==> src/rtl/uart_tx_fifo_reader_pkg.sv <==
// rtl/uart_tx_fifo_reader_pkg.sv - shared types and Gray-code helpers for the UART FIFO read side
//
// Purpose: common typedefs for the uart_clk read side of the processor-to-UART
// FIFO. It also holds the Gray/binary conversion functions used by that read
// side and by the write side.
// Ports: none (package).
//
// The helpers work on a 32-bit container. Callers zero-extend the pointer into
// the container and size-cast the result back, so one pair of functions serves
// every pointer width.
package uart_tx_fifo_reader_pkg;

  typedef logic bit_t;

  localparam int ADDR_BITS_DEFAULT = 4;
  localparam int PTR_W_DEFAULT     = ADDR_BITS_DEFAULT + 1;

  // Pointer with wrap bit for the default depth.
  typedef logic [PTR_W_DEFAULT-1:0] ptr_t;

  typedef enum logic [2:0] {
    IDLE,
    LOAD,
    START,
    DATA,
    STOP
  } tx_state_t;

  function automatic logic [31:0] bin_to_gray(input logic [31:0] bin);
    return bin ^ (bin >> 1);
  endfunction

  // Each binary bit is the XOR of every Gray bit at or above it.
  function automatic logic [31:0] gray_to_bin(input logic [31:0] gray);
    logic [31:0] bin;
    bin[31] = gray[31];
    for (int i = 30; i >= 0; i--) begin
      bin[i] = bin[i+1] ^ gray[i];
    end
    return bin;
  endfunction

endpackage

==> src/rtl/gray_ptr_sync.sv <==
// rtl/gray_ptr_sync.sv - two-flop Gray pointer synchronizer with binary output
//
// Purpose: bring a Gray-coded FIFO pointer from a foreign clock domain into clk.
// It passes the pointer through two flops and then converts it to binary.
// Ports:
//   clk      in  1      destination clock
//   rst      in  1      asynchronous active-high reset
//   gray_in  in  WIDTH  Gray pointer from the other domain
//   bin_out  out WIDTH  synchronized pointer, binary
//
// Conversion happens after the second flop. The bus is only sampled while it
// is Gray-coded, so at most one bit can be in flight at any time.
module gray_ptr_sync
  import uart_tx_fifo_reader_pkg::*;
#(
  parameter int WIDTH = 5
) (
  input  logic             clk,
  input  logic             rst,
  input  logic [WIDTH-1:0] gray_in,
  output logic [WIDTH-1:0] bin_out
);

  logic [WIDTH-1:0] sync_q1;
  logic [WIDTH-1:0] sync_q2;

  always_ff @(posedge clk or posedge rst) begin
    if (rst) begin
      sync_q1 <= '0;
      sync_q2 <= '0;
    end else begin
      sync_q1 <= gray_in;
      sync_q2 <= sync_q1;
    end
  end

  assign bin_out = WIDTH'(gray_to_bin(32'(sync_q2)));

endmodule

==> src/rtl/uart_tx_fifo_reader.sv <==
// rtl/uart_tx_fifo_reader.sv - async FIFO read side that pops words and sends 8N1 UART frames
//
// Purpose: read side of the processor-to-UART asynchronous FIFO, entirely in
// uart_clk. It derives the empty flag, pops one word at a time from the RAM and
// serializes each word LSB first with one start bit and one stop bit.
// Ports:
//   uart_clk    in  1            sole clock
//   reset       in  1            asynchronous active-high reset
//   w_ptr_gray  in  ADDR_BITS+1  write pointer (Gray, with wrap bit), foreign domain
//   rd_data     in  DATA_W       RAM read data, valid one cycle after r_add
//   r_add       out ADDR_BITS    RAM read address (low bits of read pointer)
//   r_ptr_gray  out ADDR_BITS+1  registered Gray read pointer for the write side
//   comp_empty  out 1            FIFO empty as seen in uart_clk
//   tx          out 1            UART line, idles high
//   tx_busy     out 1            high from LOAD through the end of STOP
module uart_tx_fifo_reader
  import uart_tx_fifo_reader_pkg::*;
#(
  parameter int DATA_W       = 8,
  parameter int ADDR_BITS    = 4,
  parameter int CLKS_PER_BIT = 16
) (
  input  logic                 uart_clk,
  input  logic                 reset,
  input  logic [ADDR_BITS:0]   w_ptr_gray,
  input  logic [DATA_W-1:0]    rd_data,
  output logic [ADDR_BITS-1:0] r_add,
  output logic [ADDR_BITS:0]   r_ptr_gray,
  output logic                 comp_empty,
  output logic                 tx,
  output logic                 tx_busy
);

  localparam int PTR_W  = ADDR_BITS + 1;
  localparam int BAUD_W = (CLKS_PER_BIT > 1) ? $clog2(CLKS_PER_BIT) : 1;
  localparam int BIT_W  = (DATA_W > 1) ? $clog2(DATA_W) : 1;
  localparam logic [BAUD_W-1:0] BAUD_LAST = BAUD_W'(CLKS_PER_BIT - 1);
  localparam logic [BIT_W-1:0]  BIT_LAST  = BIT_W'(DATA_W - 1);

  tx_state_t          state;
  tx_state_t          state_next;
  logic [BAUD_W-1:0]  baud_cnt;
  logic [BIT_W-1:0]   bit_cnt;
  logic [DATA_W-1:0]  shift_reg;
  logic [PTR_W-1:0]   r_ptr;
  logic [PTR_W-1:0]   r_ptr_inc;
  logic [PTR_W-1:0]   w_ptr_sync;
  bit_t               baud_done;
  bit_t               load_en;

  gray_ptr_sync #(
    .WIDTH (PTR_W)
  ) u_w_ptr_sync (
    .clk     (uart_clk),
    .rst     (reset),
    .gray_in (w_ptr_gray),
    .bin_out (w_ptr_sync)
  );

  // Full-width compare. Equal low bits with different wrap bits means full.
  assign comp_empty = (r_ptr == w_ptr_sync);
  assign r_add      = r_ptr[ADDR_BITS-1:0];
  assign r_ptr_inc  = r_ptr + PTR_W'(1);
  assign baud_done  = (baud_cnt == BAUD_LAST);
  assign tx_busy    = (state != IDLE);

  always_ff @(posedge uart_clk or posedge reset) begin
    if (reset) begin
      state <= IDLE;
    end else begin
      state <= state_next;
    end
  end

  // tx is decoded from state, so an asynchronous reset returns the line high at once.
  always_comb begin
    state_next = state;
    load_en    = 1'b0;
    tx         = 1'b1;
    case (state)
      IDLE: begin
        if (!comp_empty) state_next = LOAD;
      end
      LOAD: begin
        load_en    = 1'b1;
        state_next = START;
      end
      START: begin
        tx = 1'b0;
        if (baud_done) state_next = DATA;
      end
      DATA: begin
        tx = shift_reg[0];
        if (baud_done && (bit_cnt == BIT_LAST)) state_next = STOP;
      end
      STOP: begin
        if (baud_done) state_next = IDLE;
      end
      default: begin
        state_next = IDLE;
      end
    endcase
  end

  // The read pointer advances in LOAD, when the word moves into the shift
  // register. The slot goes back to the writer while the frame is still on the line.
  always_ff @(posedge uart_clk or posedge reset) begin
    if (reset) begin
      baud_cnt   <= '0;
      bit_cnt    <= '0;
      shift_reg  <= '0;
      r_ptr      <= '0;
      r_ptr_gray <= '0;
    end else begin
      if ((state_next != state) || baud_done) begin
        baud_cnt <= '0;
      end else begin
        baud_cnt <= baud_cnt + BAUD_W'(1);
      end

      if (load_en) begin
        shift_reg  <= rd_data;
        bit_cnt    <= '0;
        r_ptr      <= r_ptr_inc;
        r_ptr_gray <= PTR_W'(bin_to_gray(32'(r_ptr_inc)));
      end else if ((state == DATA) && baud_done) begin
        shift_reg <= shift_reg >> 1;
        if (bit_cnt != BIT_LAST) bit_cnt <= bit_cnt + BIT_W'(1);
      end
    end
  end

endmodule
==> config.mk <==
export PLATFORM = sky130hd
export DESIGN_NAME = uart_tx_fifo_reader
export DESIGN_NICKNAME = d
export VERILOG_FILES = /design/src/rtl/uart_tx_fifo_reader_pkg.sv /design/src/rtl/gray_ptr_sync.sv /design/src/rtl/uart_tx_fifo_reader.sv
export SDC_FILE = /design/constraint.sdc
export NUM_CORES = 1
export LEC_CHECK = 0
export BUFFER_PORTS_ARGS = -buffer_cell sky130_fd_sc_hd__buf_4
export CAP_MARGIN = 20
export CORE_AREA = 10 10 86 73
export CTS_CLUSTER_DIAMETER = 200
export DETAILED_ROUTE_END_ITERATION = 10
export DIE_AREA = 0 0 96 83
export GPL_ROUTABILITY_DRIVEN = 0
export PLACE_DENSITY = 0.6
export SETUP_SLACK_MARGIN = 0.3
export SLEW_MARGIN = 20
export SYNTH_ARGS = -nofsm -noshare
export SYNTH_HDL_FRONTEND = slang
export SYNTH_HIERARCHICAL = 1
export SYNTH_SLANG_ARGS = --single-unit
==> constraint.sdc <==
create_clock -name uart_clk -period 2.2 [get_ports uart_clk]
set_input_delay 0.44 -clock uart_clk [delete_from_list [all_inputs] [get_ports uart_clk]]
set_output_delay 0.44 -clock uart_clk [all_outputs]
set_load 0.01 [all_outputs]
---- Word-level counts from Yosys, hierarchy flattened ----
Index checks and enable logic that the tools add are counted.
storage, ports and cells
  register bits ........................... 38
cells by class
  eq/ne operators ......................... 9
  muxes and demuxes ....................... 13
  bitwise operators ....................... 5
  reduce and logical (&&, ||, !) cells .... 8
  $add $sub $neg .......................... 3
operators by type and width
  cell                 number
  $mux 3               7
  $mux 8               2
  $pmux 3 s5           1
  $eq 3x2->1 const B   2
  $eq 3x3->1 const B   2
  $add 5x1->5 const B  1
  $eq 5x5->1           1
  $xor 5x4->5          1
  $add 4x1->4 const B  1
  $eq 4x4->1 const B   1
  $mux 4               1
  $reduce_bool 2->1    2
  $xor 1x1->1          4
  $add 3x1->3 const B  1
  $eq 3x1->1 const B   1
  $logic_not 3->1      1
  $ne 3x3->1           1
  $ne 3x3->1 const B   1
  $reduce_bool 3->1    1
  $logic_and 1x1->1    2
  $pmux 1 s2           1
  $reduce_and 2->1     1
  $logic_or 1x1->1     1
  $mux 1               1

---- Depth between registers and ports, before layout ----
  depth in word-level cells ............... 10
  depth in mapped cells ................... 6

---- Modules after synthesis ----
Netlist, hierarchy kept.
by module, submodules not included
  module               cells an instance  times used  area each (µm²)  sequential area each (µm²)
  uart_tx_fifo_reader  142                1           1,461.4          675.6
  gray_ptr_sync        17                 1           326.6            250.2

---- Worst setup path before layout ----
No wires, ideal clock.
  path kind ............................... reg-to-output
  start point ............................. register u_w_ptr_sync.sync_q2[3]
  end point ............................... output comp_empty
  data required time ...................... 1.760 ns
  stages on the path, launching flop included .. 6
  data arrival time ....................... 1.516 ns
  setup slack ............................. 0.244 ns
  cell sequence ........................... dfrtp_1 xor2_2 xnor3_1 xor2_1 nor2_1 and2_1
between the ends
  cells in the longest elaborated chain, start to end .. 5
ends and longest elaborated chain
  item                      RTL line                       source
  start, declared           gray_ptr_sync.sv:25            logic [WIDTH-1:0] sync_q2;
  start signal, assigned    gray_ptr_sync.sv:33            sync_q2 <= sync_q1;
  $xor 1x1->1               uart_tx_fifo_reader_pkg.sv:38  bin[i] = bin[i+1] ^ gray[i];
  net w_ptr_sync[3]         uart_tx_fifo_reader.sv:47      logic [PTR_W-1:0] w_ptr_sync;
  $xor 1x1->1 (3 in a row)  uart_tx_fifo_reader_pkg.sv:38
  net w_ptr_sync[0]         uart_tx_fifo_reader.sv:47
  $eq 5x5->1                uart_tx_fifo_reader.sv:61      assign comp_empty = (r_ptr == w_ptr_sync);
  end, declared             uart_tx_fifo_reader.sv:29      output logic comp_empty,
The timed path passes the listed nets, and every way through them passes these cells.

---- Final worst setup path ----
  start point ............................. register u_w_ptr_sync.sync_q2[1]
  end point ............................... output comp_empty
between the ends
  cells in the longest elaborated chain, start to end .. 3
ends and longest elaborated chain
  item                      RTL line
  $xor 1x1->1 (2 in a row)  uart_tx_fifo_reader_pkg.sv:38
  net w_ptr_sync[0]         uart_tx_fifo_reader.sv:47
  $eq 5x5->1                uart_tx_fifo_reader.sv:61
The timed path passes the listed nets, and every way through them passes these cells.

==> flow_metrics.py <==
metrics = {
    "run_status": {
        "outcome": "complete, but fails checks",
        "violations": "setup timing",
    },
    "layout": {
        "drive_gt1_frac": 0.246,
        "final_cell_mix": "37 x dfrtp_1, 31 x buf_4, 22 x nand2_1",
        "nFillCells": 447,
        "nNetsFinal": 206,
        "regArea_um2": 926,
        "insertedDiodeCount": 0,
        "final_util": 0.468,
        "layout_commonest_cell": "dfrtp_1",
        "fin_cells": 247,
        "syn_to_final_growth_pct": 18.1,
        "multi_input_area_um2": 777,
        "largest_reg_flops": 8,
    },
    "sta": {
        "hold_viol_final": 0,
        "tightest_slew_ps": 447,
        "slew_headroom": 0.702,
        "skew_ps": 5.11,
        "fmax_mhz": 449,
        "fin_crit_sh": 1.01,
        "report.final.slew_viol_count": 0,
        "period_needed_ps": 2230,
        "setup_slack_ps": -27.5,
        "setup-violations-final": 1,
        "rsz0062_at_grt": "true",
    },
    "die": {
        "start_util": 0.396,
        "num_rows": 22,
        "core_um2": 4510,
        "die_h_um": 83,
        "pin_count": 27,
        "dieWidth_um": 96,
        "die-area_um2": 7970,
    },
    "global_routing": {
        "antenna_found_initial": 0,
        "grt_usage": 0.0934,
        "grt_pass1_vias": 1253,
        "grt_pass1_wl_um": 5890,
        "grt_overflow": 0,
        "grt_max_degree": 28,
    },
    "route": {
        "vias": 1157,
        "highest_layer": "met4",
        "route.detailed.drc": 0,
        "wire_per_inst_um": 13.7,
        "drt-total-wl_um": 3380,
        "viasPerCell": 4.68,
        "wl_met2_um": 1660,
        "ant_nets": 0,
        "firstDrtPassIters": 4,
        "wl_met1_um": 1460,
        "wl_met3_um": 213,
        "drt-initial-drc-count": 43,
    },
    "clocking": {
        "htreeDepth": 2,
        "cts_tree": "done",
        "clockBufferDepth": 2,
        "clk_transition_reported_paths_ps": 70,
        "cts_root_buf": "clkbuf_8",
        "hold_buffers": 0,
        "cts_sinks": 37,
        "clk_latency_ps": 280,
        "cts_buffers": 5,
    },
    "worst_setup_path": {
        "slowest_delay_ps": 400,
        "crit_path_end_kind": "output pin",
        "cp_num_buf_inv": 1,
        "critical_path_depth": 6,
        "ff2ff_setup_slack_ps": 260,
        "cp_slowest_cell": "dfrtp_1",
        "path_max_fanout": 2,
        "reg2regPathDepth": 8,
        "path_delay_family": "XOR/XNOR gates",
        "path_cells": "xnor2_2 > xnor3_1 > xor2_1 > nor2_2 > and2_1 > buf_4",
        "required_ps": 1760,
        "arrival_ps": 1790,
        "setup.worst_path.start_class": "flop",
        "crit_type": "reg -> out",
    },
    "place": {
        "io_buffers": 26,
        "hpwl_um": 2520,
        "placed_cells": 236,
    },
    "yosys": {
        "yosysSeqAreaShare": 0.518,
        "synth_area_um2": 1790,
        "synth_area_per_cell_um2": 11.2,
        "syn-num-nets": 178,
        "syn_inst": 159,
        "synth.distinct_cells": 36,
        "synth_warnings": 6,
        "synth_seq_cells": 37,
    },
    "worst_hold_path": {
        "hold_path_class": "in -> async",
    },
    "power_and_ir_drop": {
        "peakVddDrop_uv": 342,
        "power_density_nw_per_um2": 949,
        "p_leak_uw": 0.000955,
    },
    "run": {
        "max_cap_violations": 0,
    },
}
## logic make-up (layout without fill, tap and decap cells)
family,after synthesis,after routing,share of synthesized area
buffers and inverters,14,42,0.0532
muxes,9,9,0.0504
AOI/OAI and AO/OA,20,20,0.0791
and+or+nand+nor,53,53,0.152
adders and majority gates,4,4,0.0280
xor gates and xnor gates,22,22,0.120
DFF,37,37,0.518
## stage by stage
step	worst slack, ps	total power, uW	hold slack [ps]	setup TNS, ps	area, um^2
2_1_floorplan	347	1360	280	0	1800
3_3_place_gp	220	1490	339	0	1990
3_5_place_dp	171	1540	339	0	1990
4_1_cts	-15.9	2040	141	-15.9	2110
5_1_grt	-118	2160	168	-118	2110
6_report	-27.5	2000	136	-27.5	2110
## cells in the mapped netlist
cell / number / area (um^2)
inv_1: 4 / 15.0
a211oi_1: 3 / 22.5
nand3_1: 5 / 25.0
o21ai_1: 7 / 35.0
xor2_2: 1 / 16.3
nand2_1: 22 / 82.6
o21ai_0: 4 / 20.0
xnor3_1: 1 / 22.5
nand2b_1: 3 / 18.8
a211oi_2: 1 / 12.5
xor2_1: 8 / 70.1
a211o_1: 1 / 8.76
nor3_2: 1 / 10.0
and2b_4: 1 / 10.0
and4b_1: 1 / 10.0
nor2b_4: 1 / 13.8
or3_1: 1 / 6.26
and2_1: 2 / 12.5
buf_4: 2 / 15.0
nand3b_1: 1 / 7.51
o41ai_1: 1 / 8.76
dfrtp_1: 37 / 926
and3_2: 1 / 7.51
a2bb2oi_1: 1 / 8.76
a2111oi_2: 1 / 15.0
nand4_1: 2 / 12.5
ha_1: 4 / 50.1
buf_6: 4 / 45.0
buf_2: 4 / 20.0
and2b_1: 1 / 7.51
and3_1: 1 / 6.26
o311a_1: 1 / 10.0
nor3_1: 3 / 15.0
nor2_1: 7 / 26.3
xnor2_1: 12 / 105
mux2i_1: 9 / 90.1
## cell type report
cell class | count | area share
Multi-Input combinational cell | 108 | 0.368
Sequential cell | 37 | 0.438
Clock buffer | 7 | 0.0409
Tap cell | 60 | 0.0355
Inverter | 4 | 0.00711
Timing Repair Buffer | 31 | 0.110
## routing by layer
| metal | global-route usage | vias to the layer above |
|---|---|---|
| met4 | 0.0479 | 0 |
| met5 | 0 | - |
| met3 | 0.0360 | 5 |
| met2 | 0.145 | 19 |
| met1 | 0.108 | 548 |
| li1 | - | 585 |
## power by group
part / internal, uW / leakage, uW / switching [uW]
clock network: 248 / 0.0000443 / 220
registers: 853 / 0.000449 / 134
logic: 298 / 0.000462 / 249
total: 1400 / 0.000955 / 604
## worst reg2reg max path, cell delays in order (launching register included)
cell and delay, ps:
dfrtp_1 400, xor2_2 200, buf_4 160, xnor2_1 180, xor2_1 200, nor2_2 60
buf_4 130, a211oi_2 380, nor3_1 90
## worst paths after layout
| kind | startpoint | endpoint |
|---|---|---|
| worst max-delay path | u_w_ptr_sync/sync_q2[1] | comp_empty |
| worst min-delay path | reset | u_w_ptr_sync/sync_q1[0] |
| worst max register to register | u_w_ptr_sync/sync_q2[3] | baud_cnt[3] |
| worst min register to register | u_w_ptr_sync/sync_q1[4] | u_w_ptr_sync/sync_q2[4] |
| max in group asynchronous | reset | state[2] |
| min in group uart_clk | w_ptr_gray[4] | u_w_ptr_sync/sync_q1[4] |
## timing repair
action	CTS	global route
gates resized for setup	1	0
pin swaps	3	2
setup endpoints to repair	1	5
setup buffers	4	0
Note: power is estimated with default switching activity, not from simulation.
